<file path="src/rtl/sim_cycle_monitor_if.sv">
// Control and statistics bus between the cache-emulator run monitor and its tap/observer.
// The master side drives start/done/commands; the slave (monitor) returns counters and status.
interface sim_cycle_monitor_if #(
  parameter int N_CH  = 2,
  parameter int CMD_W = 3,
  parameter int CNT_W = 32
);
  logic                    start;
  logic                    done_in;
  logic [N_CH*CMD_W-1:0]   ch_cmd;
  logic [CNT_W-1:0]        clk_count;
  logic [N_CH*CNT_W-1:0]   txn_count;
  logic [N_CH*CNT_W-1:0]   busy_count;
  logic [1:0]              state;
  logic                    finished;
  logic                    timed_out;

  modport master (
    output start, done_in, ch_cmd,
    input  clk_count, txn_count, busy_count, state, finished, timed_out
  );

  modport slave (
    input  start, done_in, ch_cmd,
    output clk_count, txn_count, busy_count, state, finished, timed_out
  );
endinterface

</file>
<file path="src/rtl/sim_cycle_monitor.sv">
// Run controller and per-channel performance monitor for the cache emulator.
// Counts RUN cycles until done_in, or gives up after MAX_CLOCKS cycles.
module sim_cycle_monitor #(
  parameter int          N_CH       = 2,
  parameter int          CMD_W      = 3,
  parameter int          CNT_W      = 32,
  parameter int unsigned MAX_CLOCKS = 100000000
) (
  input  logic                 clk,
  input  logic                 reset,
  sim_cycle_monitor_if.slave   mon
);
  localparam logic [1:0] S_IDLE    = 2'b00;
  localparam logic [1:0] S_RUN     = 2'b01;
  localparam logic [1:0] S_DONE    = 2'b10;
  localparam logic [1:0] S_TIMEOUT = 2'b11;

  localparam logic [CNT_W-1:0] MAX_CNT = CNT_W'(MAX_CLOCKS);
  localparam logic [CNT_W-1:0] ONE     = CNT_W'(1);

  logic [1:0]                       state_q, state_d;
  logic [CNT_W-1:0]                 clk_cnt_q, clk_cnt_d;
  logic [N_CH-1:0][CNT_W-1:0]       txn_q, txn_d;
  logic [N_CH-1:0][CNT_W-1:0]       busy_q, busy_d;
  logic [N_CH-1:0][CMD_W-1:0]       prev_cmd_q, prev_cmd_d;
  logic                             finished_q, finished_d;
  logic                             timed_out_q, timed_out_d;
  logic [N_CH-1:0][CMD_W-1:0]       cmd;

  assign cmd = mon.ch_cmd;

  always_comb begin
    state_d    = state_q;
    clk_cnt_d  = clk_cnt_q;
    txn_d      = txn_q;
    busy_d     = busy_q;
    prev_cmd_d = cmd;
    case (state_q)
      S_RUN: begin
        if (mon.done_in) begin
          state_d = S_DONE;
        end else if (clk_cnt_q == MAX_CNT) begin
          state_d = S_TIMEOUT;
        end else begin
          clk_cnt_d = clk_cnt_q + ONE;
          for (int i = 0; i < N_CH; i++) begin
            if (cmd[i] != '0) begin
              busy_d[i] = busy_q[i] + ONE;
              // only an idle-to-active edge opens a new transaction
              if (prev_cmd_q[i] == '0) txn_d[i] = txn_q[i] + ONE;
            end
          end
        end
      end
      default: begin
        if (mon.start) begin
          state_d   = S_RUN;
          clk_cnt_d = '0;
          txn_d     = '0;
          busy_d    = '0;
        end
      end
    endcase
    finished_d  = (state_d == S_DONE);
    timed_out_d = (state_d == S_TIMEOUT);
  end

  always_ff @(posedge clk) begin
    if (reset) begin
      state_q     <= S_IDLE;
      clk_cnt_q   <= '0;
      txn_q       <= '0;
      busy_q      <= '0;
      prev_cmd_q  <= '0;
      finished_q  <= 1'b0;
      timed_out_q <= 1'b0;
    end else begin
      state_q     <= state_d;
      clk_cnt_q   <= clk_cnt_d;
      txn_q       <= txn_d;
      busy_q      <= busy_d;
      prev_cmd_q  <= prev_cmd_d;
      finished_q  <= finished_d;
      timed_out_q <= timed_out_d;
    end
  end

  assign mon.clk_count  = clk_cnt_q;
  assign mon.txn_count  = txn_q;
  assign mon.busy_count = busy_q;
  assign mon.state      = state_q;
  assign mon.finished   = finished_q;
  assign mon.timed_out  = timed_out_q;
endmodule

</file>
<file path="src/flat_wrapper.sv">
// flat-port wrapper written by rule: the top's interface ports become plain ports
module sim_cycle_monitor_flat 
#(
  parameter int          N_CH       = 2,
  parameter int          CMD_W      = 3,
  parameter int          CNT_W      = 32,
  parameter int unsigned MAX_CLOCKS = 100000000
)
  (clk, reset, mon_start, mon_done_in, mon_ch_cmd, mon_clk_count, mon_txn_count, mon_busy_count, mon_state, mon_finished, mon_timed_out);
  sim_cycle_monitor_if #(.N_CH(N_CH), .CMD_W(CMD_W), .CNT_W(CNT_W)) mon_i ();
  input  logic clk;
  input  logic reset;
  input wire logic [$bits(mon_i.start)-1:0] mon_start;
  input wire logic [$bits(mon_i.done_in)-1:0] mon_done_in;
  input wire logic [$bits(mon_i.ch_cmd)-1:0] mon_ch_cmd;
  output wire logic [$bits(mon_i.clk_count)-1:0] mon_clk_count;
  output wire logic [$bits(mon_i.txn_count)-1:0] mon_txn_count;
  output wire logic [$bits(mon_i.busy_count)-1:0] mon_busy_count;
  output wire logic [$bits(mon_i.state)-1:0] mon_state;
  output wire logic [$bits(mon_i.finished)-1:0] mon_finished;
  output wire logic [$bits(mon_i.timed_out)-1:0] mon_timed_out;
  assign mon_i.start = mon_start;
  assign mon_i.done_in = mon_done_in;
  assign mon_i.ch_cmd = mon_ch_cmd;
  assign mon_clk_count = mon_i.clk_count;
  assign mon_txn_count = mon_i.txn_count;
  assign mon_busy_count = mon_i.busy_count;
  assign mon_state = mon_i.state;
  assign mon_finished = mon_i.finished;
  assign mon_timed_out = mon_i.timed_out;
  sim_cycle_monitor #(.N_CH(N_CH), .CMD_W(CMD_W), .CNT_W(CNT_W), .MAX_CLOCKS(MAX_CLOCKS)) u_core (.clk(clk), .reset(reset), .mon(mon_i));
endmodule
</file>
<file path="config.mk">
export PLATFORM = sky130hd
export DESIGN_NAME = sim_cycle_monitor_flat
export DESIGN_NICKNAME = d
export VERILOG_FILES = /design/src/rtl/sim_cycle_monitor_if.sv /design/src/rtl/sim_cycle_monitor.sv /design/src/flat_wrapper.sv
export SDC_FILE = /design/constraint.sdc
export NUM_CORES = 1
export LEC_CHECK = 0
export ABC_CLOCK_PERIOD_IN_PS = 2500
export CORE_AREA = 3 3 160 162
export CTS_CLUSTER_SIZE = 8
export DETAILED_ROUTE_END_ITERATION = 8
export DIE_AREA = 0 0 163 165
export PLACE_DENSITY = 0.57
export SLEW_MARGIN = 20
export SYNTH_ARGS = -nofsm -noshare
export SYNTH_HDL_FRONTEND = slang
export SYNTH_SLANG_ARGS = --single-unit
</file>
<file path="constraint.sdc">
create_clock -name clk -period 2.5 [get_ports clk]
set_clock_uncertainty 0.1 [all_clocks]
set_input_delay 0.25 -clock clk [delete_from_list [all_inputs] [get_ports clk]]
set_output_delay 0.25 -clock clk [all_outputs]
set_load 0.03 [all_outputs]
</file>
==> metrics.md, run 1 <==
| Metric | Value |
|---|---|
| Run status | finished clean |
| CP max stage cell | nor4_1 |
| Cell Rows | 57 |
| Commonest cells after routing, fill and taps aside | clkdlybuf4s50_1 (173), dfxtp_1 (170), nand2_1 (104) |
| Final Util | 48.1% |
| Max-Cap Viols | 0 |
| Drt wl/cell | 16.9 um |
| Placer Congestion | 0.829 |
| Vias in the first global route | 8122 |
| Final Setup Violations | 0 |
| Clock Tree Root | clkbuf_16 |
| Antenna violations before repair | 1 |
| Clock share of power | 43.4% |
| Crit path capture type | register |
| RR Endpoint | u_core.mon.busy_count[15]$_SDFFE_PP0P_ |
| Drt drc | 0 |
| Async set-reset flop share out of synthesis | 0% |
| Post-synth EDFFs | 0 |
| Synthesized flop and latch total | 170 |
| Ratio of cells with drive above 1 in the final layout | 11.8% |
| Cells after Synth | 1057 |
| Num ports | 174 |
| Crit path max fanout | 22 |
| Slew @ Worst Pin | 0.640 ns |
| Initial core utilization | 34.7% |
| Net Sw Power | 1.48 mW |
| Setup_tns | 0 ns |
| Crit path largest cell delay | 0.37 ns |
| Multiplexer share of the synthesized area | 0.981% |
| Startpoint types | register |
| Seq/Total Area, Yosys | 40.4% |
| Most frequent CP cell | o21ai_0 |
| Max rail drop VDD | 0.331 mV |
| M2 GR Usage | 32.5% |
| Hold/Removal Path Class | primary input to register |
| Met1 Use GR | 27.1% |
| CTS hold repair buffers | 0 |
| Grt ovf | 0 |
| Via density | 5.41 |
| Total Nets Final | 1306 |
| Final-report hold violation count | 0 |
| Distinct cell type count after synthesis | 67 |
| Largest cells by area after synthesis | dfxtp_1 (40%), o21ai_1 (6.1%), nand2_1 (4.7%) |
| Static Leak | 4.04 nW |
| Layer with the highest usage | met2 |
| Final HPWL DP | 19.9 mm |
| Vias | 8803 |
| Xor/xnor cell area share of the yosys netlist | 3.02% |
| Placed instance count | 1594 |
| H-tree Lvls | 4 |
| R2R Setup Slk | 0.19 ns |
| Port bufs | 173 |
| Maximum clock rate | 433 MHz |
| Die Width | 163 um |
| Synth area leader | dfxtp_1 |
| Post-place instance area | 0.0111 sq mm |
| Global-route wire length before repair | 43.9 mm |
| Max Slew Vio Count | 0 |
| DR iter-0 viols | 620 |
| Post-synth top flop | dfxtp_1 |
| Syn. warnings | 0 |
| Fill count | 2360 |
| Area grow syn2layout | 38.6% |
| Critical path type | register to register |
| Worst R2R Path Depth | 8 |
| Worst r2r src | u_core.mon.clk_count[4]$_SDFFE_PP0P_ |
| Reg power frac | 48.1% |
| Core area | 0.0242 sq mm |
| Most common cell after layout, fill and taps aside | clkdlybuf4s50_1 |
| End of the critical path | u_core.mon.busy_count[15]$_SDFFE_PP0P_ |
| Largest net degree at the start of global routing | 40 |
| CTS tree | yes |
| Number of buffers on the longest clock path | 2 |
| Post-Syn Area | 0.00842 sq mm |
| Pint | 4.20 mW |
| Area share of the largest cell type after synthesis | 40.4% |
| Critical Path RT | 2.75 ns |
| Post-Synth Adder-Cell Area | 0.892% |
| DRT antenna net count | 0 |
| Cell area after layout | 0.0117 sq mm |
| Largest family of logic cells by synthesized area | simple AND/OR/NAND/NOR gates |
| Crit path arrival time | 2.56 ns |
| Switch share | 26.0% |
| Clock-pin slew on the worst setup and hold paths | 0.07 ns |
| Post-Synthesis Net Count | 1073 |
| Tot Pwr | 5.68 mW |
| Die area | 0.0269 sq mm |
| Slew margin rel. | 57.3% |
| Minimum clock period | 2.31 ns |
| Drt pass-1 iters | 5 |
| Post-synthesis simple-gate area fraction | 29.7% |
| Total GRT Usage | 20.2% |
| Combinational power share | 8.6% |
| Clk Latency, worst-skew pair | 0.42 ns |
| Tcrit/Tclk final | 92.4% |
| CTS Sinks | 170 |
| Post-Route WL | 27.6 mm |
| Cts bufs inserted | 17 |
| DIE HEIGHT | 165 um |
| Compound-Gate Fraction of Synth Area | 21.8% |
| Global routing usage on met3 | 4.82% |
| Worst path cell trace | nor4_1, nand4_1, or2_1, buf_4, a21oi_1, buf_12, o21ai_0, o21ai_0 |
| Power per Cell Area | 487 mW/mm^2 |
| Avg Inst Size Synth | 7.97 sq um |
| Non-Filler Instances | 1627 |
| Worst Setup SP | u_core.mon.clk_count[4]$_SDFFE_PP0P_ |
layer usage:
layer	vias up	part of all wire, %
met4	0	1.5
li1	4401	-
met2	213	47
met3	21	5.6
met1	4168	46
met5	-	0
state kept, by name (all words and copies together) (netlist names):
signal and cells:
u_core.mon.state 2, u_core.mon.timed_out 1, u_core.mon.txn_count 64, u_core.prev_cmd_q 6, u_core.mon.busy_count 64, u_core.mon.finished 1
u_core.mon.clk_count 32
stage by stage:
stage               worst slack, ns  hold slack (ns)
finish                        0.191            0.320
global route               -0.00863            0.323
CTS                           0.115            0.309
detailed placement          -0.0402            0.369
global placement            -0.0130            0.363
floorplan                    0.0190            0.237
cells in the mapped netlist, types with 20 or more instances:
library cell and number:
dfxtp_1 170, nand2_1 105, o21ai_1 103, nor2_1 99, nand3_1 67, a21oi_1 63
nand4_1 47, o21ai_0 39, a31oi_1 32, clkbuf_1 29, nor3_1 29, o31ai_1 26
and3_1 25, xor2_1 20
area by class of cell:
type	instances	area (sq um)	share of cell area, %
Antenna cell	1	2.50	0.0214
Clock buffer	18	439	3.76
Clock inverter	13	96.3	0.826
Inverter	10	37.5	0.322
Multi-Input combinational cell	824	4760	40.8
Sequential cell	170	3400	29.2
Tap cell	324	405	3.47
Timing Repair Buffer	267	2520	21.6
critical path: cells and delay by family (launching register included):
family | cells | cell delay (ns)
AO/OA/AOI/OAI | 3 | 0.42
buffers and inverters | 2 | 0.42
flip-flops | 1 | 0.36
AND/OR/NAND/NOR | 3 | 0.93
what timing repair did:
item	in CTS	in global routing
buffers inserted	0	1
endpoints found under the setup margin	0	7
resized for setup	0	2
worst min-delay path by stage:
stage	from	end	slack (ns)	cells after the start
final	mon_ch_cmd[5]	u_core.prev_cmd_q[5]$_SDFF_PP0_	0.32	2
after CTS	mon_ch_cmd[5]	u_core.prev_cmd_q[5]$_SDFF_PP0_	0.31	2
after global routing	mon_ch_cmd[5]	u_core.prev_cmd_q[5]$_SDFF_PP0_	0.32	2
after detailed placement	u_core.mon.busy_count[63]$_SDFFE_PP0P_	u_core.mon.busy_count[63]$_SDFFE_PP0P_	0.37	2
after floorplan	reset	u_core.mon.state[0]$_SDFF_PP0_	0.24	1
after global placement	u_core.mon.txn_count[45]$_SDFFE_PP0P_	u_core.mon.txn_count[45]$_SDFFE_PP0P_	0.36	1
power groups by stage:
| stage | clock network [mW] | logic (mW) | registers (mW) |
|---|---|---|---|
| final | 2.46 | 0.488 | 2.73 |
| after global routing | 2.65 | 0.531 | 2.73 |
| after CTS | 2.53 | 0.488 | 2.73 |
| after detailed placement | 0 | 0.486 | 2.79 |
| after global placement | 0 | 0.484 | 2.79 |
| after floorplan | 0 | 0.243 | 2.81 |
cells by family (layout without fill, tap and decap cells):
kind of cell,count (synthesis),after routing
AO/OA/AOI/OAI,310,310
other,0,1
XOR/XNOR,29,29
adder cells (fa/ha/maj),6,6
flip-flops,170,170
buffers and inverters,63,308
multiplexers,8,8
AND/OR/NAND/NOR,471,471
Note: power is estimated with default switching activity, not from simulation.
==> inputs of run 2 (changes only) <==
--- a/config.mk
+++ b/config.mk
@@ -5,12 +5,14 @@
 export SDC_FILE = /design/constraint.sdc
 export NUM_CORES = 1
 export LEC_CHECK = 0
-export ABC_CLOCK_PERIOD_IN_PS = 2500
+export ABC_CLOCK_PERIOD_IN_PS = 2050
 export CORE_AREA = 3 3 160 162
+export CTS_CLUSTER_DIAMETER = 150
 export CTS_CLUSTER_SIZE = 8
 export DETAILED_ROUTE_END_ITERATION = 8
 export DIE_AREA = 0 0 163 165
-export PLACE_DENSITY = 0.57
+export PLACE_DENSITY = 0.6
+export SETUP_SLACK_MARGIN = 0.2
 export SLEW_MARGIN = 20
 export SYNTH_ARGS = -nofsm -noshare
 export SYNTH_HDL_FRONTEND = slang
==> constraint.sdc (replaced) <==
create_clock -name clk -period 2.05 [get_ports clk]
set_clock_uncertainty 0.1 [all_clocks]
set_input_delay 0.205 -clock clk [delete_from_list [all_inputs] [get_ports clk]]
set_output_delay 0.205 -clock clk [all_outputs]
set_load 0.03 [all_outputs]
==> run 2 against run 1 <==
Compared with the run above:
- worst hold slack got worse by 0.051 ns
- critical path depth rose by 2
- first-iteration DRC count shrank 7.3%
- non-clock buffer count up 164
- combinational power up 77%
- largest power group unchanged
- the flow now finishes with violations (negative setup slack)
- via count increased by 9.4%
- die area stayed put
==> metrics.md, run 2 (same netlist as run 1, synthesis figures left out) <==
| Metric | Value |
|---|---|
| Run status | finished with violations |
| Failing checks | negative setup slack |
| Area grow syn2layout | 73.6% |
| Cell area after layout | 0.0146 sq mm |
| Clock share of power | 43.8% |
| Total Nets Final | 1470 |
| Tot Pwr | 7.40 mW |
| Pint | 5.51 mW |
| Grt ovf | 0 |
| Min-delay src | mon_ch_cmd[1] |
| CTS tree | yes |
| Clk Latency, worst-skew pair | 0.43 ns |
| Global-route wire length before repair | 48.4 mm |
| Total GRT Usage | 22.1% |
| Drt pass-1 iters | 7 |
| Ratio of cells with drive above 1 in the final layout | 38.5% |
| Crit path capture type | register |
| Vias | 9631 |
| Slew @ Worst Pin | 0.406 ns |
| Num ports | 174 |
| Largest net degree at the start of global routing | 28 |
| Final worst slack | -0.0765 ns |
| Most common cell after layout, fill and taps aside | buf_4 |
| Port bufs | 173 |
| Via density | 5.38 |
| Critical path type | register to register |
| DR iter-0 viols | 575 |
| Drt drc | 0 |
| Hold/Removal Path Class | primary input to register |
| Initial core utilization | 34.7% |
| Maximum clock rate | 470 MHz |
| Max rail drop VDD | 0.430 mV |
| Post-Route WL | 30.8 mm |
| Max-Cap Viols | 0 |
| Crit path arrival time | 2.37 ns |
| Switch share | 25.5% |
| Number of buffers on the longest clock path | 2 |
| Final Util | 60.3% |
| Net Sw Power | 1.89 mW |
| Combinational power share | 11.7% |
| Clock Tree Root | clkbuf_16 |
| Final HPWL DP | 21.6 mm |
| Crit path max fanout | 5 |
| Commonest cells after routing, fill and taps aside | buf_4 (203), dlymetal6s2s_1 (106), o21ai_1 (99) |
| Worst r2r src | u_core.mon.clk_count[1]$_SDFFE_PP0P_ |
| H-tree Lvls | 4 |
| Slew margin rel. | 72.9% |
| DIE HEIGHT | 165 um |
| Post-place instance area | 0.0124 sq mm |
| Tcrit/Tclk final | 104% |
| Antenna Cells | 0 |
| Power per Cell Area | 506 mW/mm^2 |
| RSZ-0062 raised after global routing | yes |
| Clock-pin slew on the worst setup and hold paths | 0.07 ns |
| Reg power frac | 44.5% |
| Worst Setup SP | u_core.mon.clk_count[1]$_SDFFE_PP0P_ |
| R2R Setup Slk | -0.08 ns |
| Drt wl/cell | 17.2 um |
| Final-report hold violation count | 0 |
| Core area | 0.0242 sq mm |
| Die area | 0.0269 sq mm |
| Startpoint types | register |
| Cell Rows | 57 |
| Cts bufs inserted | 17 |
| Antenna violations before repair | 0 |
| DRT antenna net count | 0 |
| Final Setup Violations | 49 |
| Die Width | 163 um |
| Minimum clock period | 2.13 ns |
| CTS hold repair buffers | 0 |
| CTS Sinks | 170 |
| Max Slew Vio Count | 0 |
| Vias in the first global route | 9210 |
| Placer Congestion | 0.864 |
| Static Leak | 7.30 nW |
| Critical Path RT | 2.29 ns |
[run 2: changes by cell type in the layout (fill, tap and decap cells not counted), sizes merged]
cell / delta
diode: -1
dlymetal6s2s: +106
bufinv: +1
clkinvlp: -5
clkbuf: +6
buf: +166
clkinv: +1
clkdlybuf4s50: -114
dlygate4sd2: +6
inv: -2
[run 2: power by group through the flow]
stage | combinational [mW] | clock (mW) | sequential, mW
global route | 0.921 | 3.43 | 3.29
global placement | 0.682 | 0 | 3.37
detailed placement | 0.686 | 0 | 3.37
floorplan | 0.346 | 0 | 3.39
CTS | 0.831 | 3.32 | 3.29
finish | 0.864 | 3.24 | 3.29
[run 2: path summary, 6_finish.rpt]
kind | endpoint | depth (start not counted)
setup / recovery | u_core.mon.txn_count[42]$_SDFFE_PP0P_ | 10
hold / removal | u_core.prev_cmd_q[1]$_SDFF_PP0_ | 2
setup reg to reg | u_core.mon.txn_count[42]$_SDFFE_PP0P_ | 10
hold reg to reg | u_core.mon.txn_count[45]$_SDFFE_PP0P_ | 1
[run 2: layout make-up]
class,count,area [sq um]
fillers,2117,9630
multi-input cells,824,5710
repair buffers,431,4260
flip-flops and latches,170,3610
clock buffers,24,503
well taps,324,405
clock inverters,8,83.8
inverters,10,42.5
[run 2: critical path, stage by stage, from the launching register on]
cell	delay [ns]
dfxtp_4	0.36
inv_4	0.04
ha_4	0.14
nor4bb_4	0.14
nand4_1	0.14
buf_4	0.16
nor2_2	0.05
buf_6	0.12
buf_6	0.12
or4_4	0.44
o31ai_4	0.24
[run 2: stage by stage]
stage          instances  setup WS, ns  hold slack, ns  setup TNS [ns]
3_3_place_gp        1703        -0.456           0.328          -27.28
6_report            1791       -0.0765           0.269          -0.813
2_1_floorplan       1057       -0.0426           0.183          -0.435
4_1_cts             1776       -0.0461           0.251          -0.248
5_1_grt             1791        -0.183           0.282          -12.64
3_5_place_dp        1703        -0.562           0.339          -27.15
[run 2: repair_timing]
action,in CTS,in global routing
cloned,3,0
setup buffers,38,15
endpoints found under the setup margin,241,263
pin swaps,69,35
gates resized for setup,169,163
endpoints found under the hold margin,0,0
[run 2: metal layers]
metal / vias to the layer above / track usage [%] / wire (um)
met5: - / 0 / 0
met4: 0 / 6.42 / 465
met3: 31 / 4.26 / 1520
met2: 260 / 35.7 / 14500
met1: 4612 / 30.0 / 14300
li1: 4728 / - / -
==> inputs of run 3 (changes only) <==
--- a/config.mk
+++ b/config.mk
@@ -5,13 +5,14 @@
 export SDC_FILE = /design/constraint.sdc
 export NUM_CORES = 1
 export LEC_CHECK = 0
-export ABC_CLOCK_PERIOD_IN_PS = 2050
-export CORE_AREA = 3 3 160 162
+export ABC_AREA = 1
+export ABC_CLOCK_PERIOD_IN_PS = 2570
+export CORE_AREA = 3 3 182 184
 export CTS_CLUSTER_DIAMETER = 150
 export CTS_CLUSTER_SIZE = 8
 export DETAILED_ROUTE_END_ITERATION = 8
-export DIE_AREA = 0 0 163 165
-export PLACE_DENSITY = 0.6
+export DIE_AREA = 0 0 185 187
+export PLACE_DENSITY = 0.55
 export SETUP_SLACK_MARGIN = 0.2
 export SLEW_MARGIN = 20
 export SYNTH_ARGS = -nofsm -noshare
==> constraint.sdc (replaced) <==
create_clock -name clk -period 2.57 [get_ports clk]
set_clock_uncertainty 0.1 [all_clocks]
set_input_delay 0.257 -clock clk [delete_from_list [all_inputs] [get_ports clk]]
set_output_delay 0.257 -clock clk [all_outputs]
set_load 0.03 [all_outputs]
==> run 3 against run 2 <==
Compared with the run above:
- the run now ends clean
- largest cell class unchanged
- combinational power down 25%
- critical endpoint is now u_core.mon.busy_count[29]$_SDFFE_PP0P_
- die area up 29%
- cell count up 39%
==> metrics.md, run 3 <==
| Metric | Value |
|---|---|
| Total GRT Usage | 22.4% |
| Clock-pin slew on the worst setup and hold paths | 0.08 ns |
| Slew margin rel. | 66.8% |
| Most common cell after layout, fill and taps aside | nand2_1 |
| DR iter-0 viols | 833 |
| Number of buffers on the longest clock path | 2 |
| Max Slew Vio Count | 0 |
| Worst r2r src | u_core.mon.clk_count[20]$_SDFFE_PP0P_ |
| Post-synth top flop | dfxtp_1 |
| Startpoint types | register |
| Static Leak | 5.38 nW |
| Die area | 0.0346 sq mm |
| Via density | 4.97 |
| Vias in the first global route | 11900 |
| Compound-Gate Fraction of Synth Area | 6.54% |
| Xor/xnor cell area share of the yosys netlist | 3.50% |
| Total Nets Final | 2098 |
| Post-Syn Area | 0.0110 sq mm |
| Final HPWL DP | 29.0 mm |
| Top cells by count, synth | nand2_1 (677), nor2_1 (318), inv_1 (221) |
| RSZ-0062 raised after global routing | yes |
| Most common cell in the synthesized netlist | nand2_1 |
| Minimum clock period | 2.19 ns |
| DIE HEIGHT | 187 um |
| Multiplexer share of the synthesized area | 0% |
| Final-report hold violation count | 0 |
| Dpl ws | 0.241 ns |
| Area grow syn2layout | 27.0% |
| Final Setup Violations | 0 |
| Worst Hold End | u_core.mon.txn_count[13]$_SDFFE_PP0P_ |
| Ratio of cells with drive above 1 in the final layout | 5.30% |
| Setup_tns | 0 ns |
| Drt wl/cell | 15.4 um |
| Initial core utilization | 34.9% |
| Placer Congestion | 0.905 |
| Antenna Cells | 0 |
| Critical Path RT | 2.84 ns |
| R2R Setup Slk | 0.38 ns |
| Clk Latency, worst-skew pair | 0.43 ns |
| Crit path arrival time | 2.46 ns |
| Hold depth | 2 |
| H-tree Lvls | 4 |
| Max rail drop VDD | 0.421 mV |
| Largest family of logic cells by synthesized area | simple AND/OR/NAND/NOR gates |
| Distinct cell type count after synthesis | 39 |
| Crit path max fanout | 11 |
| Critical path type | register to register |
| Clock Tree Root | clkbuf_16 |
| Post-synthesis simple-gate area fraction | 48.1% |
| Post-Route WL | 38.5 mm |
| Area share of the largest cell type after synthesis | 30.9% |
| Vias | 12400 |
| Hold/Removal Path Class | primary input to register |
| Post-Synth Adder-Cell Area | 0.682% |
| CTS Sinks | 170 |
| Maximum clock rate | 457 MHz |
| Slew @ Worst Pin | 0.498 ns |
| Cts bufs inserted | 17 |
| Cells after Synth | 1905 |
| Post-Synthesis Net Count | 1921 |
| Drt drc | 0 |
| Avg Inst Size Synth | 5.78 sq um |
| Async set-reset flop share out of synthesis | 0% |
| Port bufs | 173 |
| Max-Cap Viols | 0 |
| Commonest cells after routing, fill and taps aside | nand2_1 (676), nor2_1 (315), inv_1 (220) |
| Cell Rows | 65 |
| Antenna violations before repair | 2 |
| Worst R2R Path Depth | 12 |
| DRT antenna net count | 0 |
| Die Width | 185 um |
| CTS hold repair buffers | 0 |
| Largest cells by area after synthesis | dfxtp_1 (31%), nand2_1 (23%), nor2_1 (11%) |
| Core area | 0.0316 sq mm |
| Grt ovf | 0 |
| RR Endpoint | u_core.mon.busy_count[29]$_SDFFE_PP0P_ |
| Tcrit/Tclk final | 85.2% |
| Final worst slack | 0.380 ns |
| Synthesized flop and latch total | 170 |
| Drt pass-1 iters | 6 |
| Synth area leader | dfxtp_1 |
| Power per Cell Area | 429 mW/mm^2 |
| Global-route wire length before repair | 63.4 mm |
| Num ports | 174 |
| Seq/Total Area, Yosys | 30.9% |
| Tot Pwr | 6.01 mW |
| Post-synth EDFFs | 0 |
| CTS tree | yes |
| Syn. warnings | 0 |
| Min-delay src | reset |
| Run status | finished clean |
| Largest net degree at the start of global routing | 45 |
| Crit path capture type | register |
[run 3: how the worst max path moves through the flow]
stage                                                      from                                      to
after floorplan            u_core.mon.clk_count[0]$_SDFFE_PP0P_    u_core.mon.txn_count[2]$_SDFFE_PP0P_
after global placement                                mon_start  u_core.mon.busy_count[24]$_SDFFE_PP0P_
after detailed placement                              mon_start  u_core.mon.busy_count[29]$_SDFFE_PP0P_
after CTS                  u_core.mon.txn_count[1]$_SDFFE_PP0P_   u_core.mon.txn_count[26]$_SDFFE_PP0P_
after global routing       u_core.mon.txn_count[1]$_SDFFE_PP0P_   u_core.mon.txn_count[26]$_SDFFE_PP0P_
final                     u_core.mon.clk_count[20]$_SDFFE_PP0P_  u_core.mon.busy_count[29]$_SDFFE_PP0P_
[run 3: cell families (layout without fill, tap and decap cells)]
kind of cell / Yosys count / count (layout)
AOI/OAI and AO/OA: 138 / 138
xor gates and xnor gates: 44 / 44
adders and majority gates: 6 / 6
buffers and inverters: 287 / 477
DFF: 170 / 170
and+or+nand+nor: 1260 / 1260
[run 3: final cells by class]
class	instances	area [sq um]
inverter	226	851
fill	3452	17600
timing repair buffer	219	2110
sequential	170	3400
tap	402	503
clock inverter	11	135
clock buffer	21	470
multi-input combinational	1448	6510
[run 3: critical path, cell delays in order (launching register included)]
cell and delay (ns):
dfxtp_1 0.44, nand2_1 0.12, nor2_2 0.26, inv_1 0.11, nor2_1 0.10, nand2_1 0.11
nor2_4 0.21, nor2_8 0.07, nand2_4 0.06, nand2_1 0.27, nand2_1 0.16, nand2_1 0.06
inv_1 0.05
[run 3: metal layers]
metal  part of all wire, %  global-route usage, %  vias up
met5                 0.060                      0        -
met4                   1.4                   5.02        4
met3                   4.7                   3.58       48
met2                    46                   37.0      309
met1                    48                   30.7     5698
li1                      -                      -     6346
[run 3: timing repair]
item	4_1_cts	5_1_grt
gates resized for setup	0	8
endpoints found under the hold margin	0	0
endpoints found under the setup margin	0	11
setup buffers	0	0
[run 3: metrics by stage]
step | cells | hold WS, ns | cell area [sq um] | utilization (%)
finish | 2497 | 0.0938 | 14000 | 44.3
global route | 2497 | 0.0755 | 14000 | 44.3
CTS | 2497 | 0.0562 | 14000 | 44.2
detailed placement | 2465 | 0.368 | 13400 | 42.3
global placement | 2465 | 0.358 | 13400 | 42.3
floorplan | 1905 | 0.292 | 11000 | -
[run 3: where the power goes]
group | total (mW) | switching (mW) | internal [mW]
Combinational | 0.651 | 0.464 | 0.187
Sequential | 2.67 | 0.0194 | 2.65
Clock | 2.68 | 1.16 | 1.53
